===== src/rtl/ysyx_22041211_decode_stage.sv =====
// Registered RV32I/RV32E decoder between IFU and EXU; accept-to-out_valid latency is 1 cycle.
// One-entry register: holds the bundle while !out_ready, refills in the same cycle it drains; HALT blocks input until rst.
module ysyx_22041211_decode_stage #(
  parameter int DATA_LEN  = 32,
  parameter int ADDR_LEN  = 32,
  parameter int REG_IDX_W = 5,
  parameter int CNT_W     = 32
) (
  input  logic                 clk,
  input  logic                 rst,
  input  logic                 in_valid,
  output logic                 in_ready,
  input  logic [31:0]          inst,
  input  logic [ADDR_LEN-1:0]  in_pc,
  output logic                 out_valid,
  input  logic                 out_ready,
  output logic [ADDR_LEN-1:0]  out_pc,
  output logic [2:0]           key,
  output logic [DATA_LEN-1:0]  imm,
  output logic [REG_IDX_W-1:0] rs1,
  output logic [REG_IDX_W-1:0] rs2,
  output logic [REG_IDX_W-1:0] rd,
  output logic                 is_ecall,
  output logic                 is_ebreak,
  output logic                 illegal,
  output logic                 halt,
  output logic                 halt_code,
  output logic [CNT_W-1:0]     dec_cnt
);

  localparam logic [2:0] K_I = 3'b000;
  localparam logic [2:0] K_N = 3'b001;
  localparam logic [2:0] K_U = 3'b010;
  localparam logic [2:0] K_R = 3'b011;
  localparam logic [2:0] K_S = 3'b100;
  localparam logic [2:0] K_J = 3'b101;
  localparam logic [2:0] K_B = 3'b110;
  localparam logic [2:0] K_X = 3'b111;

  typedef enum logic {RUN, HALT} state_t;

  typedef struct packed {
    logic [ADDR_LEN-1:0]  pc;
    logic [2:0]           key;
    logic [DATA_LEN-1:0]  imm;
    logic [REG_IDX_W-1:0] rs1;
    logic [REG_IDX_W-1:0] rs2;
    logic [REG_IDX_W-1:0] rd;
    logic                 is_ecall;
    logic                 is_ebreak;
    logic                 illegal;
  } bundle_t;

  state_t            state, state_next;
  bundle_t           dec_d, dec_q;
  logic              vld_q;
  logic              halt_code_q;
  logic [CNT_W-1:0]  cnt_q;
  logic              accept;
  logic              halt_req;
  logic [2:0]        key_d;
  logic signed [31:0] imm32;
  logic              rd_used, rs1_used, rs2_used, e_bad;

  always_comb begin
    key_d = K_X;
    case (inst[6:0])
      7'b0010011, 7'b0000011, 7'b1100111: key_d = K_I;
      7'b1110011: key_d = (inst == 32'h0000_0073 || inst == 32'h0010_0073) ? K_N : K_X;
      7'b0110111, 7'b0010111:             key_d = K_U;
      7'b0110011:                         key_d = K_R;
      7'b0100011:                         key_d = K_S;
      7'b1101111:                         key_d = K_J;
      7'b1100011:                         key_d = K_B;
      default:                            key_d = K_X;
    endcase

    // Every format fits in 32 bits; widening the signed value gives the DATA_LEN sign extension.
    imm32 = '0;
    case (key_d)
      K_I:     imm32 = $signed({{20{inst[31]}}, inst[31:20]});
      K_S:     imm32 = $signed({{20{inst[31]}}, inst[31:25], inst[11:7]});
      K_B:     imm32 = $signed({{19{inst[31]}}, inst[31], inst[7], inst[30:25], inst[11:8], 1'b0});
      K_U:     imm32 = $signed({inst[31:12], 12'b0});
      K_J:     imm32 = $signed({{11{inst[31]}}, inst[31], inst[19:12], inst[20], inst[30:21], 1'b0});
      default: imm32 = '0;
    endcase

    rd_used  = (key_d == K_I) || (key_d == K_U) || (key_d == K_R) || (key_d == K_J);
    rs1_used = (key_d == K_I) || (key_d == K_R) || (key_d == K_S) || (key_d == K_B);
    rs2_used = (key_d == K_R) || (key_d == K_S) || (key_d == K_B);
    e_bad    = (REG_IDX_W == 4) &&
               ((rd_used && inst[11]) || (rs1_used && inst[19]) || (rs2_used && inst[24]));

    dec_d           = '0;
    dec_d.pc        = in_pc;
    dec_d.key       = key_d;
    dec_d.imm       = DATA_LEN'(imm32);
    dec_d.rs1       = inst[15 +: REG_IDX_W];
    dec_d.rs2       = inst[20 +: REG_IDX_W];
    dec_d.rd        = inst[7 +: REG_IDX_W];
    dec_d.is_ecall  = (inst == 32'h0000_0073);
    dec_d.is_ebreak = (inst == 32'h0010_0073);
    dec_d.illegal   = (key_d == K_X) || e_bad;
  end

  assign in_ready = (state == RUN) && (!vld_q || out_ready);
  assign accept   = in_valid && in_ready;
  assign halt_req = accept && (dec_d.is_ebreak || dec_d.illegal);

  always_ff @(posedge clk) begin
    if (rst) state <= RUN;
    else     state <= state_next;
  end

  always_comb begin
    state_next = state;
    if (state == RUN && halt_req) state_next = HALT;
  end

  always_ff @(posedge clk) begin
    if (rst) begin
      dec_q       <= '0;
      vld_q       <= 1'b0;
      cnt_q       <= '0;
      halt_code_q <= 1'b0;
    end else begin
      if (accept) begin
        dec_q <= dec_d;
        vld_q <= 1'b1;
        cnt_q <= cnt_q + CNT_W'(1);
      end else if (out_ready) begin
        vld_q <= 1'b0;
      end
      if (halt_req) halt_code_q <= dec_d.illegal;
    end
  end

  assign out_valid = vld_q;
  assign out_pc    = dec_q.pc;
  assign key       = dec_q.key;
  assign imm       = dec_q.imm;
  assign rs1       = dec_q.rs1;
  assign rs2       = dec_q.rs2;
  assign rd        = dec_q.rd;
  assign is_ecall  = dec_q.is_ecall;
  assign is_ebreak = dec_q.is_ebreak;
  assign illegal   = dec_q.illegal;
  assign halt      = (state == HALT);
  assign halt_code = halt_code_q;
  assign dec_cnt   = cnt_q;

endmodule


===== config.mk =====
export PLATFORM = sky130hd
export DESIGN_NAME = ysyx_22041211_decode_stage
export DESIGN_NICKNAME = d
export VERILOG_FILES = /design/src/rtl/ysyx_22041211_decode_stage.sv
export SDC_FILE = /design/constraint.sdc
export NUM_CORES = 1
export LEC_CHECK = 0
export BUFFER_PORTS_ARGS = -buffer_cell sky130_fd_sc_hd__buf_2
export CAP_MARGIN = 20
export CELL_PAD_IN_SITES_DETAIL_PLACEMENT = 0
export CELL_PAD_IN_SITES_GLOBAL_PLACEMENT = 1
export CORE_MARGIN = 2
export CORE_UTILIZATION = 29
export CTS_CLUSTER_SIZE = 8
export DETAILED_ROUTE_END_ITERATION = 12
export GPL_TIMING_DRIVEN = 0
export PLACE_DENSITY = 0.64
export SYNTH_ARGS = -nofsm -noshare
export SYNTH_HDL_FRONTEND = slang
export SYNTH_SLANG_ARGS = --single-unit

===== constraint.sdc =====
create_clock -name clk -period 2.2 [get_ports clk]
set_input_delay 0.33 -clock clk [delete_from_list [all_inputs] [get_ports clk]]
set_output_delay 0.33 -clock clk [all_outputs]
set_load 0.03 [all_outputs]

### After elaboration in Yosys (flattened, before gate mapping)

Index checks and enable logic that the tools add are counted.

| operators by class | value |
|---|---|
| $add $sub $neg | 1 |
| eq/ne operators | 17 |
| muxes and demuxes | 5 |
| bitwise logic cells | 1 |
| reductions and logical operators | 12 |

Operators by type and width:

| cell | number |
|---|---|
| 32-bit case mux with 5 select lines | 1 |
| 32-bit by 1-bit adder with 32-bit output (second input constant) | 1 |
| 32-bit by 21-bit equality test with 1-bit output (second input constant) | 1 |
| 32-bit by 7-bit equality test with 1-bit output (second input constant) | 1 |
| 7-bit equality test (second input constant) | 4 |
| 7-bit by 6-bit equality test with 1-bit output (second input constant) | 3 |
| 3-bit case mux with 7 select lines | 1 |
| 7-bit by 5-bit equality test with 1-bit output (second input constant) | 2 |
| 3-bit equality test (second input constant) | 4 |
| 7-bit by 2-bit equality test with 1-bit output (second input constant) | 1 |
| 1-bit logical AND | 4 |
| 3-bit by 2-bit equality test with 1-bit output (second input constant) | 1 |
| 3-bit logical NOT | 1 |
| 1-bit logical OR | 3 |
| 3-bit 2-to-1 mux | 1 |
| 3-bit OR reduction | 1 |
| 1-bit 2-to-1 mux | 2 |
| 2-bit nonzero test | 1 |
| 2-bit OR reduction | 1 |
| 1-bit logical NOT | 1 |
| 1-bit NOT | 1 |

| storage, ports and cells | value |
|---|---|
| register bits | 120 |
| input port bits | 68 |
| output and inout port bits | 121 |

### Depth between registers and ports, before layout

Gate-level depths: netlist of run 1.

| depth | value |
|---|---|
| depth in word-level cells | 8 |
| depth in mapped cells | 7 |

### Least setup slack after synthesis of run 1

No wires, ideal clock.

| timing | value |
|---|---|
| path type | register to register |
| start point | reg cnt_q[0] (netlist: dec_cnt[0]) |
| end point | reg cnt_q[30] (netlist: dec_cnt[30]) |
| arrival | 1.910 ns |
| required time | 2.130 ns |
| slack | 0.219 ns |
| cell stages (with the launch flop) | 7 |
| period minus slack after synthesis | 1.981 ns |
| cells stage by stage | dfxtp_1 > ha_1 > nand2_1 > nor4b_1 > nand2_2 > or4_1 > a21oi_1 |

| on the way | value |
|---|---|
| cells in the longest elaborated chain, start to end | 1 |

RTL lines:

| item | RTL line | source |
|---|---|---|
| from (decl) | 58 | `logic [CNT_W-1:0] cnt_q;` |
| from (signal assigned) | 131 | `cnt_q <= cnt_q + CNT_W'(1);` |
| 32-bit by 1-bit adder with 32-bit output | 131 |  |

No other way between the ends.
A chain may end at the register's enable or synchronous reset.

### Worst setup path after layout of run 1

| timing | value |
|---|---|
| start point | reg vld_q (netlist: out_valid) |
| end point | reg cnt_q[27] (netlist: dec_cnt[27]) |

| on the way | value |
|---|---|
| cells in the longest elaborated chain, start to end | 4 |

RTL lines:

| item | RTL line | source |
|---|---|---|
| from (decl) | 56 | `logic vld_q;` |
| from (signal assigned) | 124 | `vld_q <= 1'b0;` |
| from (signal assigned) | 130 | `vld_q <= 1'b1;` |
| from (signal assigned) | 133 | `vld_q <= 1'b0;` |
| 1-bit logical NOT | 107 | `assign in_ready = (state == RUN) && (!vld_q \|\| out_ready);` |
| 1-bit logical OR | 107 |  |
| 1-bit logical AND | 107 |  |
| 1-bit logical AND | 108 | `assign accept = in_valid && in_ready;` |

No other way between the ends.

==> results.md, run 1 <==
- Outcome: finished, final reports clean
- CTS root buf: clkbuf_16
- Area share of the largest cell type after synthesis: 0.481
- Crit. path cell count: 5
- Power Internal: 4.36 mW
- Synth-to-layout area growth: 36.9%
- Tcrit/Tclk final: 0.946
- Synth Area per Inst: 8.11 um^2
- Part of the power in the clock network: 0.490
- Clock Pin Slew Worst Setup and Hold Paths: 0.06 ns
- First-pass GRT wire length: 25500 um
- DPL Wire Length: 13000 um
- ANT nets after route: 0
- Post-CTS Setup Bufs: 0
- EDFF count, synth: 0
- Vias post-DR: 5267
- Most frequent cell after synthesis: nand2_1
- Critical path's slowest cell: nor4b_1
- Synth warn: 0
- Drt initial violations: 254
- Detailed-router iteration count before antenna repair: 4
- Slew @ Worst Pin: 0.866 ns
- Combinational power share: 0.119
- CTS tree: yes
- Unrepaired setup endpoints after global routing: no
- Post-Syn Area: 5000 um^2
- Drt wl/cell: 15.9 um
- Fmax: 481 MHz
- CP required: 2.53 ns
- Met1 Use GR: 0.237
- Final Hold Viols: 0
- Proportion of layout cells with a drive suffix above 1: 0.287
- Die Height: 135 um
- Seq/Total Area, Yosys: 0.481
- Critical path data arrival time: 2.41 ns
- Met3 Resource Use GR: 0.0486
- Relative slew slack: 0.408
- CP Buf/Inv Count: 0
- Slowest stage delay, CP: 0.59 ns
- Leading area contributor after synthesis: dfxtp_1
- Hold-fix buffers, CTS: 0
- Final Setup Violations: 0
- Critical Path Source Type: flop
- Cells after Synth: 616
- Syn_nets: 685
- Sequential fraction of design power: 0.391
- Max-cap violations: 0
- Num CTS Buffers: 17
- Reg2Reg Depth: 5
- IO Count: 189
- Final non-filler cell total: 1060
- Ant. Diodes: 0
- GRT overflow: 0
- Clk sinks: 120
- Async S/R FF share, synth: 0
- Sw frac: 0.261
- Core area: 17100 um^2
- Final min period: 2.08 ns
- Final WL: 16900 um
- Flop and latch count out of synthesis: 120
- Number of global-route vias before repair: 4904
- Setup tns final: 0 ns
- Initial antenna violation count: 0
- Max VDD drop: 0.512 mV
- Tightest Hold Check Type: in -> reg
- Fin nets: 891
- Crit path max-delay family: simple AND/OR/NAND/NOR gates
- Synth area leaders: dfxtp_1 48%, nand2_1 11%, a21oi_1 8.2%
- Setup Skew: 0.00466 ns
- Synth Flop Type: dfxtp_1
- Pins Over Slew Limit: 0
- Longest Clk Path Bufs: 2
- LEAKAGE: 2.94 nW
- Grt peak-use layer: met2
- Worst-path cell chain: nor2b_1 > nor4b_1 > nand2_1 > or4_1 > a21oi_1
- Met2 Usage GRT: 0.287
- IO buf count: 187
- # rows: 48
- # placed instances: 1028
- Largest net degree at the start of global routing: 17
- DRC: 0
- Initial Util: 0.293
- Via density: 4.97
- Worst setup EP type: flop
- Clk_lat worst skew: 0.41 ns
- Gpl congestion: 0.825
- Largest fanout on the critical path: 6
- Top cells by count, synth: 145 x nand2_1, 120 x dfxtp_1, 82 x a21oi_1, 37 x o21ai_0, 34 x nor2_1
- Path type of the worst setup path: reg -> reg
- Die width: 135 um
- GRT Overall Usage: 0.180
- Min-Delay Path Depth: 3
- Post-synth cell types: 57
- Pwr per Cell Area: 863 nW/um^2
- Die Area: 18300 um^2
- H-tree levels: 4
- Sw Pwr: 1.54 mW
==> routing by layer <==
layer	share of wire	wire length (um)
met2	0.46	7750
met3	0.067	1140
met5	0	0
met1	0.46	7750
met4	0.013	226
==> worst paths after layout <==
| check | startpoint | slack, ns | endpoint |
|---|---|---|---|
| setup / recovery | out_valid | 0.12 | dec_cnt[27] |
| hold / removal | in_pc[15] | 0.16 | out_pc[15] |
| setup reg to reg | out_valid | 0.12 | dec_cnt[27] |
| hold reg to reg | imm[28] | 0.45 | imm[28] |
==> stage by stage <==
stage                     utilization  area (um^2)  power, mW  hold slack (ns)  setup slack [ns]
after global routing            0.401         6840       6.15            0.148           0.00600
after global placement          0.364         6220       3.05            0.430            0.0864
after detailed placement        0.364         6220       3.07            0.439            0.0386
after CTS                       0.401         6840       5.99            0.139             0.102
final                           0.401         6840       5.91            0.160             0.120
after floorplan                     -         5000       2.78            0.461             0.219
==> logic make-up (layout without fill, tap and decap cells) <==
logic type	count (synthesis)	after routing	share of synthesized area
AND/OR/NAND/NOR	268	268	0.258
AO/OA/AOI/OAI	158	158	0.181
flip-flops	120	120	0.481
buffers and inverters	46	265	0.0375
XOR/XNOR	22	22	0.0385
adder cells (fa/ha/maj)	1	1	0.00250
multiplexers	1	1	0.00225
==> final cells by class <==
class / instances / area [um^2]
fill: 1797 / 10200
multi-input combinational: 450 / 2410
sequential: 120 / 2400
timing repair buffer: 187 / 936
clock buffer: 21 / 480
tap: 225 / 282
buffer: 39 / 163
clock inverter: 11 / 145
inverter: 7 / 26.3
==> power by group through the flow <==
stage	logic (mW)	registers (mW)	clock network (mW)
floorplan	0.264	2.52	0
global placement	0.702	2.35	0
detailed placement	0.711	2.36	0
CTS	0.713	2.31	2.97
global route	0.765	2.32	3.07
finish	0.704	2.31	2.89
==> flip-flops by register name (all words and copies together) (netlist names), 3 cells and up <==
| signal | count |
|---|---|
| dec_cnt | 32 |
| imm | 32 |
| key | 3 |
| out_pc | 32 |
| rd | 5 |
| rs1 | 5 |
| rs2 | 5 |
==> placed cells by master (no fill, tap or decap), types with 4 or more instances in the layout <==
cell / n
clkbuf_16: 17
nand3_1: 23
nand2_1: 145
a22oi_1: 12
o21ai_0: 37
or4_1: 8
nor4_1: 6
buf_1: 6
o31ai_1: 7
xor2_1: 19
and3b_1: 4
nor3_1: 4
nand4_1: 10
clkbuf_1: 27
dfxtp_1: 120
and4_1: 5
clkbuf_8: 4
a21oi_1: 82
inv_1: 7
buf_2: 190
nor2_1: 34
==> what timing repair did <==
item,CTS,global route
endpoints found under the setup margin,0,5
hold endpoints to repair,0,0
gates resized for setup,0,2
==> tightest hold or removal path, delay by kind of cell <==
family	cells	cell delay (ns)
buffers and inverters	1	0.10
and+or+nand+nor	1	0.05
AOI/OAI and AO/OA	1	0.05
Power figures use the tool's default switching activity.
==> run 2: changes to the inputs <==
--- a/config.mk
+++ b/config.mk
@@ -5,6 +5,7 @@
 export SDC_FILE = /design/constraint.sdc
 export NUM_CORES = 1
 export LEC_CHECK = 0
+export ABC_AREA = 1
 export BUFFER_PORTS_ARGS = -buffer_cell sky130_fd_sc_hd__buf_2
 export CAP_MARGIN = 20
 export CELL_PAD_IN_SITES_DETAIL_PLACEMENT = 0
==> constraint.sdc (replaced) <==
create_clock -name clk -period 2.2 [get_ports clk]
set_input_delay 0.11 -clock clk [delete_from_list [all_inputs] [get_ports clk]]
set_output_delay 0.11 -clock clk [all_outputs]
set_load 0.03 [all_outputs]
==> run 2 against run 1 <==
  * Sequential share of layout area fell by 5.5 points
  * Core utilization rose by 1.3 points
  * Final area rose by 19%
  * Flip-flop and latch count did not move
  * Clock-buffer cell count fell by 2
  * Largest cell class unchanged
  * Setup slack improved by 0.16 ns
  * Global-route usage rose by 2.1 points
  * Largest power group unchanged
  * Register-to-register slack improved by 0.16 ns
  * Critical endpoint is now out_pc[30]
==> results.md, run 2 <==
- Critical Path Source Type: flop
- Place WS: 0.0786 ns (+0.0400 ns)
- Power Internal: 4.33 mW (-0.82%)
- LEAKAGE: 3.68 nW (+25%)
- Power, Total: 6.02 mW (+1.9%)
- CP Buf/Inv Count: 4 (+4)
- Worst-path cell chain: nand3b_1 > buf_2 > inv_2 > buf_4 > buf_2 > nand2_1 > a21oi_1
- Sequential fraction of design power: 0.384 (-0.007)
- ANT nets after route: 0 (unchanged)
- EDFF count, synth: 0 (unchanged)
- DRC: 0 (unchanged)
- Critical path data arrival time: 2.26 ns (-0.15 ns)
- Synth warn: 0 (unchanged)
- Fmax: 522 MHz (+8.5%)
- First-pass GRT wire length: 33900 um (+33%)
- Slowest stage delay, CP: 0.33 ns (-0.26 ns)
- Critical path's slowest cell: dfxtp_1
- Routed wl met3: 1020 um (-10%)
- Combinational power share: 0.141 (+0.022)
- Detailed-router iteration count before antenna repair: 7 (+3)
- Ant. Diodes: 0 (unchanged)
- FILL cells: 2163 (+20%)
- CP required: 2.54 ns (about the same)
- CTS tree: yes
- CTS root buf: clkbuf_16
- Tcrit/Tclk final: 0.872 (-0.0740)
- DPL Wire Length: 15900 um (+22%)
- H-tree levels: 4 (unchanged)
- Met1 wire length: 9740 um (+26%)
- Top cells by count, synth: 295 x nand2_1, 120 x dfxtp_1, 106 x a21oi_1, 85 x nor2_1, 56 x inv_1
- Final WL: 21200 um (+25%)
- Commonest non-fill, non-tap cell in the layout: nand2_1
- Drt initial violations: 322 (+27%)
- Worst setup EP type: flop
- Drt wl/cell: 15.2 um (-4.2%)
- Core area: 19600 um^2 (+15%)
- Tightest Hold Check Type: in -> reg
- Clk sinks: 120 (unchanged)
- Number of global-route vias before repair: 6311 (+29%)
- Seq/Total Area, Yosys: 0.412 (-0.0685)
- Path type of the worst setup path: reg -> reg
- Gpl congestion: 0.805 (-2.4%)
- Area of the multi-input gates: 3010 um^2 (+25%)
- Setup tns final: 0 ns (unchanged)
- Proportion of layout cells with a drive suffix above 1: 0.255 (-0.0328)
- Reg2Reg Depth: 7 (+2)
- IO Count: 189 (unchanged)
- Commonest non-fill, non-tap cells in the layout: 295 x nand2_1, 199 x buf_2, 120 x dfxtp_1
- GRT Overall Usage: 0.201 (+0.0214)
- Max layer used: met4
- Async S/R FF share, synth: 0 (unchanged)
- Met2 WL post-DR: 10100 um (+30%)
- Clock Pin Slew Worst Setup and Hold Paths: 0.06 ns (about the same)
- Die width: 146 um (+7.8%)
- Post-synth cell types: 36 (-37%)
- Largest fanout on the critical path: 10 (+4)
- Final core occ: 0.414 (+0.0128)
- Initial Util: 0.298 (+0.00451)
- Synth-to-layout area growth: 39.1%
- Die Height: 146 um (+7.8%)
- IO buf count: 187 (unchanged)
- Final Setup Violations: 0 (unchanged)
- Syn_nets: 933 (+36%)
- Post-Syn Area: 5830 um^2 (+17%)
- Fin nets: 1180 (+32%)
- Part of the power in the clock network: 0.475 (-0.015)
- Pins Over Slew Limit: 0 (unchanged)
- Crit. path cell count: 7 (+2)
- Clk_lat worst skew: 0.42 ns (about the same)
- Slew @ Worst Pin: 0.815 ns (-0.0510 ns)
- Most frequent cell after synthesis: nand2_1
- Worst setup margin: 0.282 ns (+0.163 ns)
- Relative slew slack: 0.457 (+0.0489)
- Most used cell, CP: buf_2
- Synth area leaders: dfxtp_1 41%, nand2_1 19%, a21oi_1 9.1%
- Final min period: 1.92 ns (-0.163 ns)
- Crit path max-delay family: buffers and inverters
- Num CTS Buffers: 17 (unchanged)
- Min-Delay Path Depth: 3 (unchanged)
- Sw frac: 0.281 (+0.0199)
- GRT overflow: 0 (unchanged)
- Leading area contributor after synthesis: dfxtp_1
- Pwr per Cell Area: 742 nW/um^2 (-14%)
- Post-DP Area: 7100 um^2 (+14%)
- Max-cap violations: 0 (unchanged)
- Initial antenna violation count: 0 (unchanged)
- # rows: 51 (+6.3%)
- Post-route cell area: 8110 um^2 (+19%)
- Cells after Synth: 864 (+40%)
- Unrepaired setup endpoints after global routing: no
- Vias post-DR: 6340 (+20%)
- Synth Area per Inst: 6.75 um^2 (-17%)
- Final Hold Viols: 0 (unchanged)
- Via density: 4.57 (-8.1%)
- Area share of the largest cell type after synthesis: 0.412 (-0.0685)
- Setup Skew: 0.0117 ns (+0.00702 ns)
- Flop and latch count out of synthesis: 120 (unchanged)
- FF/Latch Area: 2400 um^2 (unchanged)
- Longest Clk Path Bufs: 2 (unchanged)
- Synth Flop Type: dfxtp_1
- Sw Pwr: 1.69 mW (+9.7%)
- Largest net degree at the start of global routing: 17 (unchanged)
- Outcome: finished, final reports clean
- Die Area: 21300 um^2 (+16%)
- Max VDD drop: 0.525 mV (+2.5%)
run 2: layout make-up:
| type | count | share of cell area |
|---|---|---|
| multi-input combinational | 641 | 0.371 |
| clock buffer | 19 | 0.0546 |
| clock inverter | 12 | 0.0187 |
| inverter | 63 | 0.0292 |
| tap | 265 | 0.0409 |
| sequential | 120 | 0.296 |
| timing repair buffer | 228 | 0.166 |
| buffer | 40 | 0.0238 |
run 2: metrics by stage:
step                instances  hold slack, ns
finish                   1388          0.0360
global route             1388          0.0485
CTS                      1388          0.0105
detailed placement       1316           0.365
global placement         1316           0.362
floorplan                 864           0.254
run 2: power by group through the flow:
stage                     combinational (mW)  clock [mW]  sequential (mW)
final                                  0.848        2.86             2.31
after floorplan                        0.307           0             2.53
after global routing                   0.924        3.03             2.32
after detailed placement               0.800           0             2.36
after CTS                              0.858        2.93             2.31
after global placement                 0.803           0             2.36
run 2: final timing paths:
check	from	end	slack (ns)
max	halt	out_pc[30]	0.28
max reg2reg	halt	out_pc[30]	0.28
min	inst[10]	rd[3]	0.04
min reg2reg	halt_code	halt_code	0.46
run 2: cells by family after synthesis:
| logic type | count (synthesis) | share of synthesized area |
|---|---|---|
| compound gates | 168 | 0.156 |
| xor+xnor | 10 | 0.0150 |
| fa+ha+maj | 1 | 0.00215 |
| buf+inv | 103 | 0.0734 |
| flops | 120 | 0.412 |
| simple gates | 462 | 0.341 |
run 2: metal layers:
| metal | global-route usage | vias to the layer above |
|---|---|---|
| met4 | 0.0539 | 0 |
| li1 | - | 3287 |
| met1 | 0.257 | 2875 |
| met5 | 0 | - |
| met2 | 0.336 | 157 |
| met3 | 0.0536 | 21 |
run 2: tightest hold or removal path, delay by kind of cell:
family,cells,cell delay (ns)
buffers and inverters,2,0.17
AOI/OAI and AO/OA,1,0.13
run 2: timing repair:
item                                   CTS  global route
gates resized for setup                  0             4
setup buffers                            0             0
endpoints found under the hold margin   41             0
setup endpoints to repair                0             2
hold buffers                            41             0
==> run 3: changes to the inputs <==
--- a/config.mk
+++ b/config.mk
@@ -10,6 +10,7 @@
 export CAP_MARGIN = 20
 export CELL_PAD_IN_SITES_DETAIL_PLACEMENT = 0
 export CELL_PAD_IN_SITES_GLOBAL_PLACEMENT = 1
+export CORE_ASPECT_RATIO = 1.1
 export CORE_MARGIN = 2
 export CORE_UTILIZATION = 29
 export CTS_CLUSTER_SIZE = 8
==> run 3 against run 2 <==
  * Maximum frequency decreased by 0.92%
  * Highest routed layer unchanged
  * Clock power about the same
  * Critical path depth decreased by 1
  * Cell count fell by 0.86%
  * Via count is 1.3% lower
  * Critical endpoint is now imm[0]
  * Register-to-register slack lost 0.02 ns
  * Largest power group unchanged
  * Setup slack got worse by 0.018 ns
  * Core utilization is 0.54 points lower
==> results.md, run 3 (synthesis results as in run 2) <==
- Clock Pin Slew Worst Setup and Hold Paths: 0.06 ns (about the same)
- Met3 Resource Use GR: 0.0424 (-0.0112)
- Grt peak-use layer: met2
- Post-DP Area: 7080 um^2 (-0.23%)
- Drt initial violations: 314 (-2.5%)
- Critical Path Source Type: flop
- GRT Overall Usage: 0.197 (-0.00413)
- IO Count: 189 (unchanged)
- Proportion of layout cells with a drive suffix above 1: 0.255 (unchanged)
- Fin nets: 1179 (-0.085%)
- Reg2Reg Depth: 6 (-1)
- Commonest non-fill, non-tap cells in the layout: 295 x nand2_1, 199 x buf_2, 119 x dfxtp_1
- ANT nets after route: 0 (unchanged)
- Pwr per Cell Area: 746 nW/um^2 (+0.48%)
- LEAKAGE: 3.68 nW (-0.20%)
- Number of global-route vias before repair: 6216 (-1.5%)
- Met1 Use GR: 0.244 (-0.0136)
- Path type of the worst setup path: reg -> reg
- Relative slew slack: 0.450 (-0.00624)
- Tightest Hold Check Type: in -> reg
- Worst-path cell chain: nand3b_1 > buf_2 > inv_2 > buf_1 > nand2_1 > a21oi_1
- Synth-to-layout area growth: 38.8%
- Pins Over Slew Limit: 0 (unchanged)
- Initial Util: 0.294 (-0.00310)
- Setup tns final: 0 ns (unchanged)
- CTS root buf: clkbuf_16
- Hold_ws: 0.0192 ns (-0.0168 ns)
- Final min period: 1.94 ns (+0.0177 ns)
- Crit path max-delay family: buffers and inverters
- Num CTS Buffers: 17 (unchanged)
- Die Height: 153 um (+4.7%)
- Drt wl/cell: 15.2 um (-0.20%)
- Tcrit/Tclk final: 0.880 (+0.00806)
- Max-cap violations: 0 (unchanged)
- Critical path data arrival time: 2.28 ns (+0.02 ns)
- Min-Delay Path Depth: 3 (unchanged)
- Gpl congestion: 0.811 (+0.77%)
- Final core occ: 0.409 (-0.00539)
- Die Area: 21300 um^2 (about the same)
- GRT overflow: 0 (unchanged)
- Unrepaired setup endpoints after global routing: no
- Final Setup Violations: 0 (unchanged)
- Met2 Usage GRT: 0.344 (+0.00780)
- Final WL: 20900 um (-1.1%)
- FF/Latch Area: 2400 um^2 (about the same)
- Outcome: finished, final reports clean
- Core area: 19800 um^2 (+1.1%)
- H-tree levels: 4 (unchanged)
- CTS tree: yes
- Commonest non-fill, non-tap cell in the layout: nand2_1
- FILL cells: 2213 (+2.3%)
- IO buf count: 187 (unchanged)
- DPL Wire Length: 15900 um (about the same)
- # rows: 54 (+5.9%)
- Largest net degree at the start of global routing: 17 (unchanged)
- First-pass GRT wire length: 33100 um (-2.2%)
- CP required: 2.55 ns (about the same)
- Clk_lat worst skew: 0.42 ns (about the same)
- Post-route cell area: 8090 um^2 (-0.26%)
- Power, Total: 6.03 mW (+0.22%)
- Worst setup EP type: flop
- Max VDD drop: 0.548 mV (+4.4%)
- Vias post-DR: 6259 (-1.3%)
- Area of the multi-input gates: 3000 um^2 (-0.25%)
- Crit. path cell count: 6 (-1)
- Final Hold Viols: 0 (unchanged)
- DRC: 0 (unchanged)
- Longest Clk Path Bufs: 2 (unchanged)
- Clk sinks: 120 (unchanged)
- Largest fanout on the critical path: 10 (unchanged)
- Die width: 139 um (-4.5%)
- Initial antenna violation count: 1 (+1)
- Slew @ Worst Pin: 0.824 ns (+0.00937 ns)
- CP Buf/Inv Count: 3 (-1)
- Slowest stage delay, CP: 0.48 ns (+0.15 ns)
- Fmax: 517 MHz (-0.92%)
- Critical path's slowest cell: buf_1
- Detailed-router iteration count before antenna repair: 6 (-1)
- Setup Skew: 0.00895 ns (-0.00273 ns)
- Via density: 4.55 (-0.42%)
-- run 3: cell count changes in the layout (fill, tap and decap cells not counted), sizes merged --
cell,previous run,this run
clkinvlp,2,4
dlygate4sd3,41,40
clkbuf,40,39
clkinv,6,5
inv,64,65
diode,0,1
-- run 3: power by group --
group | leakage (nW) | switching, mW | total (mW) | internal [mW]
logic | 2.41 | 0.577 | 0.839 | 0.262
registers | 0.977 | 0.0535 | 2.32 | 2.26
clock network | 0.283 | 1.09 | 2.88 | 1.79
total | 3.68 | 1.72 | 6.03 | 4.31
-- run 3: cell type report --
type,count,share of cell area
tap,252,0.0390
sequential,120,0.297
inverter,63,0.0292
timing repair buffer,227,0.165
antenna,1,0.000309
clock buffer,18,0.0531
clock inverter,14,0.0215
multi-input combinational,641,0.371
buffer,40,0.0238
-- run 3: stage by stage --
| step | instances | setup slack [ns] |
|---|---|---|
| final | 1376 | 0.265 |
| after global routing | 1376 | 0.113 |
| after CTS | 1375 | 0.0438 |
| after detailed placement | 1303 | 0.0682 |
| after global placement | 1303 | 0.00506 |
| after floorplan | 864 | 0.393 |
-- run 3: tightest hold or removal path, cell delays in order --
cell and delay (ns):
buf_2 0.10, inv_1 0.07, a21oi_1 0.12
-- run 3: what timing repair did --
action	4_1_cts	5_1_grt
gates resized for setup	0	3
hold endpoints to repair	40	0
buffers inserted	0	0
setup endpoints to repair	0	5
hold buffers	40	0
-- run 3: metal layers --
layer  wire (um)  part of all wire  vias up
met3         889             0.042       22
met2       10500              0.50      130
met1        9190              0.44     2816
li1            -                 -     3291
met5           0                 0        -
met4         368             0.018        0
-- run 3: final timing paths --
kind | slack, ns | endpoint | from
worst max-delay path | 0.26 | imm[0] | halt
worst min-delay path | 0.02 | rs1[4] | inst[19]
worst max register to register | 0.26 | imm[0] | halt
worst min register to register | 0.46 | out_pc[18] | out_pc[18]
